==> config.mk <==
export PLATFORM = sky130hd
export DESIGN_NAME = issue_ctrl
export DESIGN_NICKNAME = d
export VERILOG_FILES = /design/src/rtl/issue_ctrl.sv
export SDC_FILE = /design/constraint.sdc
export NUM_CORES = 1
export LEC_CHECK = 0
export CAP_MARGIN = 20
export CORE_ASPECT_RATIO = 0.9
export CORE_MARGIN = 1.5
export CORE_UTILIZATION = 60
export CTS_CLUSTER_SIZE = 10
export DETAILED_ROUTE_END_ITERATION = 8
export DONT_BUFFER_PORTS = 1
export PLACE_DENSITY = 0.87
export SLEW_MARGIN = 10
export SYNTH_ARGS = -nofsm -noshare
export SYNTH_HDL_FRONTEND = slang
export SYNTH_SLANG_ARGS = --single-unit
==> constraint.sdc <==
create_clock -name clk -period 2.75 [get_ports clk]
set_input_delay 0.275 -clock clk [delete_from_list [all_inputs] [get_ports clk]]
set_output_delay 0.275 -clock clk [all_outputs]
set_load 0.05 [all_outputs]
==> src/rtl/issue_ctrl.sv <==
// Dual-issue scheduler: holds the decoded pair, checks it against a register
// scoreboard and routes slot 1 / slot 2 onto pipe A (ALU/BRANCH) and pipe B (ALU/MEM).
module issue_ctrl (
    input  logic       clk,
    input  logic       rst,
    input  logic       stop,
    input  logic       flush,
    input  logic       in_valid,
    input  logic       in2_valid,
    input  logic [4:0] in1_rs1,
    input  logic [4:0] in1_rs2,
    input  logic [4:0] in1_rd,
    input  logic       in1_use_rs1,
    input  logic       in1_use_rs2,
    input  logic       in1_wen,
    input  logic [1:0] in1_cls,
    input  logic [4:0] in2_rs1,
    input  logic [4:0] in2_rs2,
    input  logic [4:0] in2_rd,
    input  logic       in2_use_rs1,
    input  logic       in2_use_rs2,
    input  logic       in2_wen,
    input  logic [1:0] in2_cls,
    input  logic       wb0_en,
    input  logic [4:0] wb0_rd,
    input  logic       wb1_en,
    input  logic [4:0] wb1_rd,
    output logic       in_ready,
    output logic       issue_a_valid,
    output logic       issue_a_slot,
    output logic       issue_b_valid,
    output logic       issue_b_slot,
    output logic [3:0] l_flag
);

    localparam logic [1:0] CLS_ALU = 2'b00;
    localparam logic [1:0] CLS_BR  = 2'b01;
    localparam logic [1:0] CLS_MEM = 2'b10;
    localparam logic [1:0] CLS_SYS = 2'b11;

    typedef enum logic {ST_PAIR = 1'b0, ST_SECOND = 1'b1} state_e;

    state_e      state_q, state_d;
    logic [31:1] busy_q, busy_d;

    logic [31:0] busy_full;
    logic        sb_idle, go;
    logic        haz1, haz2, intra_dep, s1_to_b, s2_fits;
    logic        s1_ok, dual_ok, solo2_ok;
    logic        issue1, issue2;

    // Hazard and pairing decision; registered scoreboard only, no writeback bypass.
    always_comb begin
        busy_full = {busy_q, 1'b0};
        sb_idle   = (busy_q == 31'd0);
        go        = !stop && !flush && !rst;
        haz1 = (in1_use_rs1 && busy_full[in1_rs1]) || (in1_use_rs2 && busy_full[in1_rs2]) ||
               (in1_wen && (in1_rd != 5'd0) && busy_full[in1_rd]);
        haz2 = (in2_use_rs1 && busy_full[in2_rs1]) || (in2_use_rs2 && busy_full[in2_rs2]) ||
               (in2_wen && (in2_rd != 5'd0) && busy_full[in2_rd]);
        intra_dep = in1_wen && (in1_rd != 5'd0) &&
                    ((in2_use_rs1 && (in2_rs1 == in1_rd)) ||
                     (in2_use_rs2 && (in2_rs2 == in1_rd)) ||
                     (in2_wen && (in2_rd == in1_rd)));
        // ALU yields pipe A to a following branch so both can go together.
        s1_to_b = (in1_cls == CLS_MEM) ||
                  ((in1_cls == CLS_ALU) && in2_valid && (in2_cls == CLS_BR));
        s2_fits = s1_to_b ? ((in2_cls == CLS_ALU) || (in2_cls == CLS_BR))
                          : ((in2_cls == CLS_ALU) || (in2_cls == CLS_MEM));
        s1_ok    = go && in_valid && !haz1 && ((in1_cls != CLS_SYS) || sb_idle);
        dual_ok  = s1_ok && in2_valid && !haz2 && !intra_dep && s2_fits &&
                   (in1_cls != CLS_BR) && (in1_cls != CLS_SYS) && (in2_cls != CLS_SYS);
        solo2_ok = go && in_valid && !haz2 && ((in2_cls != CLS_SYS) || sb_idle);
        issue1   = (state_q == ST_PAIR) && s1_ok;
        issue2   = ((state_q == ST_PAIR) && dual_ok) || ((state_q == ST_SECOND) && solo2_ok);
    end

    always_ff @(posedge clk) begin
        if (rst) begin
            state_q <= ST_PAIR;
            busy_q  <= 31'd0;
        end else begin
            state_q <= state_d;
            busy_q  <= busy_d;
        end
    end

    always_comb begin
        state_d = state_q;
        if (flush) begin
            state_d = ST_PAIR;
        end else begin
            case (state_q)
                ST_PAIR:   if (issue1 && in2_valid && !issue2) state_d = ST_SECOND;
                ST_SECOND: if (issue2) state_d = ST_PAIR;
                default:   state_d = ST_PAIR;
            endcase
        end
    end

    always_comb begin
        issue_a_valid = 1'b0;
        issue_a_slot  = 1'b0;
        issue_b_valid = 1'b0;
        issue_b_slot  = 1'b0;
        in_ready      = 1'b0;
        if (state_q == ST_PAIR && s1_ok) begin
            if (s1_to_b) begin
                issue_b_valid = 1'b1;
                if (dual_ok) begin
                    issue_a_valid = 1'b1;
                    issue_a_slot  = 1'b1;
                end
            end else begin
                issue_a_valid = 1'b1;
                if (dual_ok) begin
                    issue_b_valid = 1'b1;
                    issue_b_slot  = 1'b1;
                end
            end
            in_ready = !in2_valid || dual_ok;
        end else if (state_q == ST_SECOND && solo2_ok) begin
            if (in2_cls == CLS_MEM) begin
                issue_b_valid = 1'b1;
                issue_b_slot  = 1'b1;
            end else begin
                issue_a_valid = 1'b1;
                issue_a_slot  = 1'b1;
            end
            in_ready = 1'b1;
        end
        l_flag = {issue_b_valid, issue_b_slot, issue_a_valid, issue_a_slot};
    end

    // Writeback clears first, then issue sets, so a same-cycle set wins.
    always_comb begin
        busy_d = busy_q;
        if (wb0_en && (wb0_rd != 5'd0)) busy_d[wb0_rd] = 1'b0;
        if (wb1_en && (wb1_rd != 5'd0)) busy_d[wb1_rd] = 1'b0;
        if (issue1 && in1_wen && (in1_rd != 5'd0)) busy_d[in1_rd] = 1'b1;
        if (issue2 && in2_wen && (in2_rd != 5'd0)) busy_d[in2_rd] = 1'b1;
    end

endmodule

# == Word level (Yosys, flattened, before mapping) ==
# Index checks and enable logic that the tools add are counted.
# classes
order_cmp,12
n_eq_ne,9
mux,43
bitwise,7
reduce_logical,72
# op_table
op,count
$mux 31,4
$and 31x31->31,2
$not 31->31,2
$or 31x31->31,2
$lt 5x6->1 const B,8
$logic_and 1x1->1,43
$logic_not 31->1,1
$bmux 1 s5,6
$mux 1,28
$demux 1 s5,4
$ge 5x1->1 const B,4
$reduce_bool 5->1,4
$eq 5x5->1,3
$logic_or 1x1->1,13
$logic_not 1->1,8
$eq 2x2->1 const B,2
$logic_not 2->1,2
$ne 2x2->1 const B,2
$eq 2x1->1 const B,1
$ne 2x1->1 const B,1
$pmux 1 s2,1
$reduce_or 2->1,1
$not 1->1,1
# totals
reg_bits,32
output_inout_bits,9
wordCells,145

# == Logic depth before layout (Yosys ltp) ==
# logic_depth
word_depth,21
depth_mapped,12

# == Worst setup path after synthesis ==
# OpenSTA, ideal clock, no wires.
# synth_timing
kind,input port to output port
startpoint,input port in2_rs2[1]
endpoint,output port l_flag[0]
arrival_time_ps,3430
slack_ps,-955
path_stages,10
path_buffers,3
path_cell_list,buf_4 mux4_2 mux4_2 o21ai_1 a21oi_1 a311o_1 buf_2 nand2b_1 o22ai_1 buf_4
# synth_between
elab_chain_cells,15
elab_cells_between_ends,25
classes_between,eq/ne (1); mux (6); reduce/logical (18)
# synth_rtl
element,line_no,source
from (decl),18,"input logic [4:0] in2_rs2,"
$bmux 1 s5,59,haz2 = (in2_use_rs1 && busy_full[in2_rs1]) || (in2_use_rs2 && busy_full[in2_rs2]) ||
$mux 1 (implied by the code),59,
$logic_and 1x1->1,59,
$logic_or 1x1->1 (2 in a row),59,
$logic_not 1->1,"71, 73",
$logic_and 1x1->1 (4 in a row),71,dual_ok = s1_ok && in2_valid && !haz2 && !intra_dep && s2_fits &&
$logic_and 1x1->1 (2 in a row),72,(in1_cls != CLS_BR) && (in1_cls != CLS_SYS) && (in2_cls != CLS_SYS);
$mux 1,110,if (dual_ok) begin
$mux 1,108,if (s1_to_b) begin
$mux 1 *,107,if (state_q == ST_PAIR && s1_ok) begin
to (decl),33,output logic [3:0] l_flag
# Mark *: on every way between the ends. The rest lies on a longest branch, timed or not. The select of a mux whose other input is x is not followed.

# == Final worst setup path ==
# layout_timing
startpoint,register busy_q[9] (netlist name)
endpoint,output port l_flag[3]
# layout_between
elab_chain_cells,18
elab_cells_between_ends,44
classes_between,mux (16); reduce/logical (28)
# layout_rtl
element,line_no,source
from (decl),44,"logic [31:1] busy_q, busy_d;"
from (signal assigned),84,busy_q <= busy_d;
$bmux 1 s5,57,haz1 = (in1_use_rs1 && busy_full[in1_rs1]) || (in1_use_rs2 && busy_full[in1_rs2]) ||
$mux 1 (implied by the code),57,
$logic_and 1x1->1,57,
$logic_or 1x1->1 (2 in a row),57,
$logic_not 1->1,70,s1_ok = go && in_valid && !haz1 && ((in1_cls != CLS_SYS) || sb_idle);
$logic_and 1x1->1 (2 in a row),70,
$logic_and 1x1->1 (5 in a row),71,
$logic_and 1x1->1 (2 in a row),72,
$mux 1,116,if (dual_ok) begin
$mux 1,108,
$mux 1 *,107,
# Marked as above.

==> reports/results.txt <==
Dividing total power by cell area gives a power density of 209 nW/µm². After detailed routing, the total wire length is 18.4 mm. The most frequent standard cell in the layout excluding fill and tap cells is sky130_fd_sc_hd__buf_4. Measured in cells, the most critical reg-to-reg path has a length of 13. In this run, the number of DRC markers left after iteration 0 of detailed routing was 907. The logs give 5074 for the number of global-route vias before repair and 14.8% for the portion of the post-synthesis area used by sequential elements. After clock tree synthesis, the clock-pin slew on the worst setup and hold paths is 0.08 ns. The detail route stage leaves a number of antenna-violating nets equal to 0. For this run, asynchronously set or reset flops after synthesis account for 0%.

For this configuration, the core starts out at a cell density of 61.7%. Startpoint kind of the worst setup timing path: a flop. TritonCTS built the clock tree. The maximum buffer depth of the clock tree was 2; the placed cell count was 646. The library cells used most frequently in the layout, excluding fill and tap cells, are sky130_fd_sc_hd__buf_4 (64), sky130_fd_sc_hd__mux2i_1 (43), sky130_fd_sc_hd__nor3b_1 (37).

The critical path's largest stage delay was 0.51 ns; the count of fill cells added during filler insertion was 462. The routed design could run at a clock period as short as 3.24 ns. The run gives 0.309 GHz as the highest clock frequency the design can meet. The run gives 0.29 ns as the clock latency of the later-clocked register in the worst-skew pair. The finished cells cover 5310 µm².

The worst hold path belongs to the class input pin to flop. The max capacitance violation total is 0. The global-route wire length before repair was 27.0 mm.

Summing internal, switching and leakage power gives 1110 µW. The signed area change from the synthesized netlist to the final layout was 22.8%; the number of levels the H-tree was split into was 2. The height of the die is 83.5 µm.

Headroom to the max-slew limit came out at 29.5%. The floorplan step defined a core boundary enclosing 7000 µm². In this run the register-to-register setup slack is -0.27 ns. The count of buffer and inverter cells on the critical path came out at 2. For the initial antenna violation count, the log shows 0.

The final clock period utilization by the worst path works out to 118%. The startpoint identified for the worst hold timing path is rst. For the pin with the worst max-slew slack, the measured transition is 1.05 ns. The antenna diode instance count is 0. The tools report the number of distinct library cells after synthesis as 56. Input and output buffers added on the ports amount to 0. The tools report the kind of end point of the critical path as a primary output. The number of remaining DRC errors was 0.

The signal on the critical path passes through buf_4 -> nor4_2 -> nand4_1 -> o211ai_1 -> nand4_1 -> or4_4 -> nor3_4 -> nand2b_1 -> o211ai_1 -> buf_4. The tools report the least setup slack across all paths after layout as -0.487 ns. In this run the cell area of the synthesized design comes to 4320 µm². Entering global routing, the biggest net connects 39 pins. Count of pins over their slew limit: 0. The via-per-instance ratio was 8.32; the share of post-route cells with drive strength above 1 was 31.6%. Across all hold checks on the routed design, the worst slack comes to 0.146 ns.

The tools report the cell chosen for the clock root as sky130_fd_sc_hd__clkbuf_8. After global routing the overflow that remains totals 0. The worst register-to-register path ends at busy_q[25]. The floorplan step defined a die boundary enclosing 7720 µm².

Dividing the synthesized area by the synthesized cell count gives 8.18 µm². The number of storage elements in the synthesis netlist is 32. In this run, synthesis inferred 0 flip-flops with an integrated enable. The run finished, with violations left.

During synthesis, Yosys emitted a total of 0 warnings. The top flip-flop cell by instance count after synthesis was sky130_fd_sc_hd__dfxtp_1. Setup repair after global routing could not meet its margin everywhere.

The critical setup path kind is flop to primary output. The number of search-and-repair iterations in the first detailed-routing pass was 8. When the netlist entered floorplanning its net count stood at 586. The detailed router placed 5511 vias in this run. The required time reported for the critical path endpoint is 2.48 ns, and the cell area after placement is 4850 µm². The number of non-filler instances in the completed layout is 662. Capture endpoint of the worst hold path: state_q. Summed over all nets, the half-perimeter wirelength after detailed placement is 12.9 mm. The worst hold path depth came out at 2. Pin placement for this block handled 67 I/O pins.

Of all nets on the critical path, the largest fanout is 6. The total leakage power was 0.00194 µW. The number of instances in the synthesized netlist was 528; the number of core rows was 29. TritonCTS created 5 clock buffers.

The logs give 0.000187 V for the maximum ir drop on the vdd rail and 36 for the setup violation total in the final timing report. Start of the worst register-to-register path: busy_q[9]. The final hold violation count is 0, and the average wire per cell in the routed design is 27.8 µm.

In the final layout, the multi-input gates occupy 3700 µm². The weighted congestion reported at the end of routability-driven placement was 1.06. Counting every sink on the clock net gives 32. The dominant delay contributor by cell family on the critical path is simple AND/OR/NAND/NOR gates. The run gives 668 µm² as the sequential cell area. Global routing consumed, over all layers together, 45.3% of the routing resources. For the worst setup path, the data arrival time is 2.96 ns. At the end of the flow, the number of nets in the layout was 626. Measured along the x axis, the die boundary spans 92.4 µm. Across the routed clock network, the largest skew measured is 0.00518 ns. The checks that failed: negative setup slack.

Slowest library cell on the worst path: sky130_fd_sc_hd__or4_4.
-- cells in the mapped netlist, types with 3 or more instances --
| master | count | share of area [%] |
|---|---|---|
| sky130_fd_sc_hd__a2111oi_0 | 3 | 0.61 |
| sky130_fd_sc_hd__nor3_1 | 9 | 1.0 |
| sky130_fd_sc_hd__mux4_2 | 22 | 11 |
| sky130_fd_sc_hd__nand2b_1 | 8 | 1.2 |
| sky130_fd_sc_hd__nand3_1 | 17 | 2.0 |
| sky130_fd_sc_hd__o21ai_0 | 11 | 1.3 |
| sky130_fd_sc_hd__mux2_1 | 3 | 0.78 |
| sky130_fd_sc_hd__and3b_1 | 3 | 0.61 |
| sky130_fd_sc_hd__nand2_1 | 33 | 2.9 |
| sky130_fd_sc_hd__clkbuf_1 | 24 | 2.1 |
| sky130_fd_sc_hd__xor2_1 | 12 | 2.4 |
| sky130_fd_sc_hd__mux2i_1 | 43 | 10 |
| sky130_fd_sc_hd__buf_4 | 5 | 0.87 |
| sky130_fd_sc_hd__nand4_1 | 3 | 0.43 |
| sky130_fd_sc_hd__a31oi_1 | 34 | 4.9 |
| sky130_fd_sc_hd__buf_6 | 3 | 0.78 |
| sky130_fd_sc_hd__inv_1 | 6 | 0.52 |
| sky130_fd_sc_hd__nand3b_1 | 18 | 3.1 |
| sky130_fd_sc_hd__nor2b_1 | 6 | 0.87 |
| sky130_fd_sc_hd__dfxtp_1 | 32 | 15 |
| sky130_fd_sc_hd__and2_1 | 3 | 0.43 |
| sky130_fd_sc_hd__o211a_1 | 3 | 0.70 |
| sky130_fd_sc_hd__a311oi_1 | 5 | 1.0 |
| sky130_fd_sc_hd__buf_2 | 10 | 1.2 |
| sky130_fd_sc_hd__or3b_2 | 8 | 1.6 |
| sky130_fd_sc_hd__o41ai_1 | 15 | 3.0 |
| sky130_fd_sc_hd__o21ai_1 | 11 | 1.3 |
| sky130_fd_sc_hd__nor4_1 | 16 | 2.3 |
| sky130_fd_sc_hd__mux2_2 | 6 | 1.6 |
| sky130_fd_sc_hd__a211oi_1 | 4 | 0.70 |
| sky130_fd_sc_hd__nor2_1 | 24 | 2.1 |
| sky130_fd_sc_hd__buf_1 | 5 | 0.43 |
| sky130_fd_sc_hd__xnor2_1 | 3 | 0.61 |
| sky130_fd_sc_hd__o211ai_1 | 6 | 1.0 |
| sky130_fd_sc_hd__a21oi_1 | 9 | 1.0 |
| sky130_fd_sc_hd__or3_1 | 8 | 1.2 |
| sky130_fd_sc_hd__o22ai_1 | 35 | 5.1 |
| sky130_fd_sc_hd__nor3b_1 | 37 | 6.4 |
-- cells by family (layout without fill, tap and decap cells) --
family | count (synthesis) | count (layout) | synth area share (%)
xor gates and xnor gates | 15 | 15 | 3.04
buffers and inverters | 53 | 94 | 5.85
muxes | 74 | 74 | 23.8
and+or+nand+nor | 203 | 203 | 28.3
AOI/OAI and AO/OA | 151 | 151 | 24.2
DFF | 32 | 32 | 14.8
-- power by group --
part	switching [µW]	internal [µW]	total [µW]
sequential	1.15	460	461
combinational	142	115	257
clock	212	177	389
-- sequential cells by signal, indices dropped and copies added, names as in the netlist --
register and count:
busy_q 31, state_q 1
-- area by class of cell --
type	instances	share of cell area (%)
inverters	6	0.425
clock buffers	5	1.30
repair buffers	80	13.3
flip-flops and latches	32	12.6
well taps	93	2.19
multi-input cells	443	69.8
clock inverters	3	0.354
-- metal layers --
metal | GRT usage (%) | vias to the layer above | wire, µm
li1 | - | 2203 | -
met1 | 56.8 | 2501 | 6150
met2 | 68.2 | 611 | 7700
met3 | 13.8 | 196 | 2840
met4 | 27.0 | 0 | 1710
met5 | 0 | - | 0
-- per-stage QoR --
stage	setup slack (ns)	util (%)	TNS, ns
after floorplan	-0.689	-	-3.24
after global placement	-0.275	69.3	-1.34
after detailed placement	-0.229	69.3	-1.39
after CTS	-0.385	73.0	-2.98
after global routing	-0.622	75.8	-13.93
final	-0.487	75.8	-8.23
-- worst max path at each step --
stage	to	depth (start not counted)	start
detailed placement	busy_q[3]	10	busy_q[8]
floorplan	l_flag[1]	9	in2_rs2[1]
global route	l_flag[3]	9	busy_q[21]
CTS	l_flag[3]	8	busy_q[29]
global placement	busy_q[3]	10	busy_q[8]
finish	l_flag[3]	10	busy_q[9]
-- worst register-to-register path: stages, from the launching register on --
cell	delay, ns
sky130_fd_sc_hd__dfxtp_4	0.37
sky130_fd_sc_hd__buf_4	0.15
sky130_fd_sc_hd__nor4_2	0.32
sky130_fd_sc_hd__nand4_1	0.18
sky130_fd_sc_hd__o211ai_1	0.23
sky130_fd_sc_hd__nand4_1	0.12
sky130_fd_sc_hd__or4_4	0.51
sky130_fd_sc_hd__nor3_4	0.17
sky130_fd_sc_hd__buf_6	0.13
sky130_fd_sc_hd__buf_6	0.10
sky130_fd_sc_hd__buf_4	0.10
sky130_fd_sc_hd__o21bai_1	0.12
sky130_fd_sc_hd__buf_4	0.23
sky130_fd_sc_hd__o21ai_1	0.21
-- repair_timing --
item / CTS / global route
buffers inserted: 5 / 4
pin swaps: 6 / 11
gates cloned: 0 / 0
endpoints found under the setup margin: 24 / 40
hold buffers: 0 / 0
gates resized for setup: 36 / 34
Note: power is estimated with default switching activity, not from simulation.
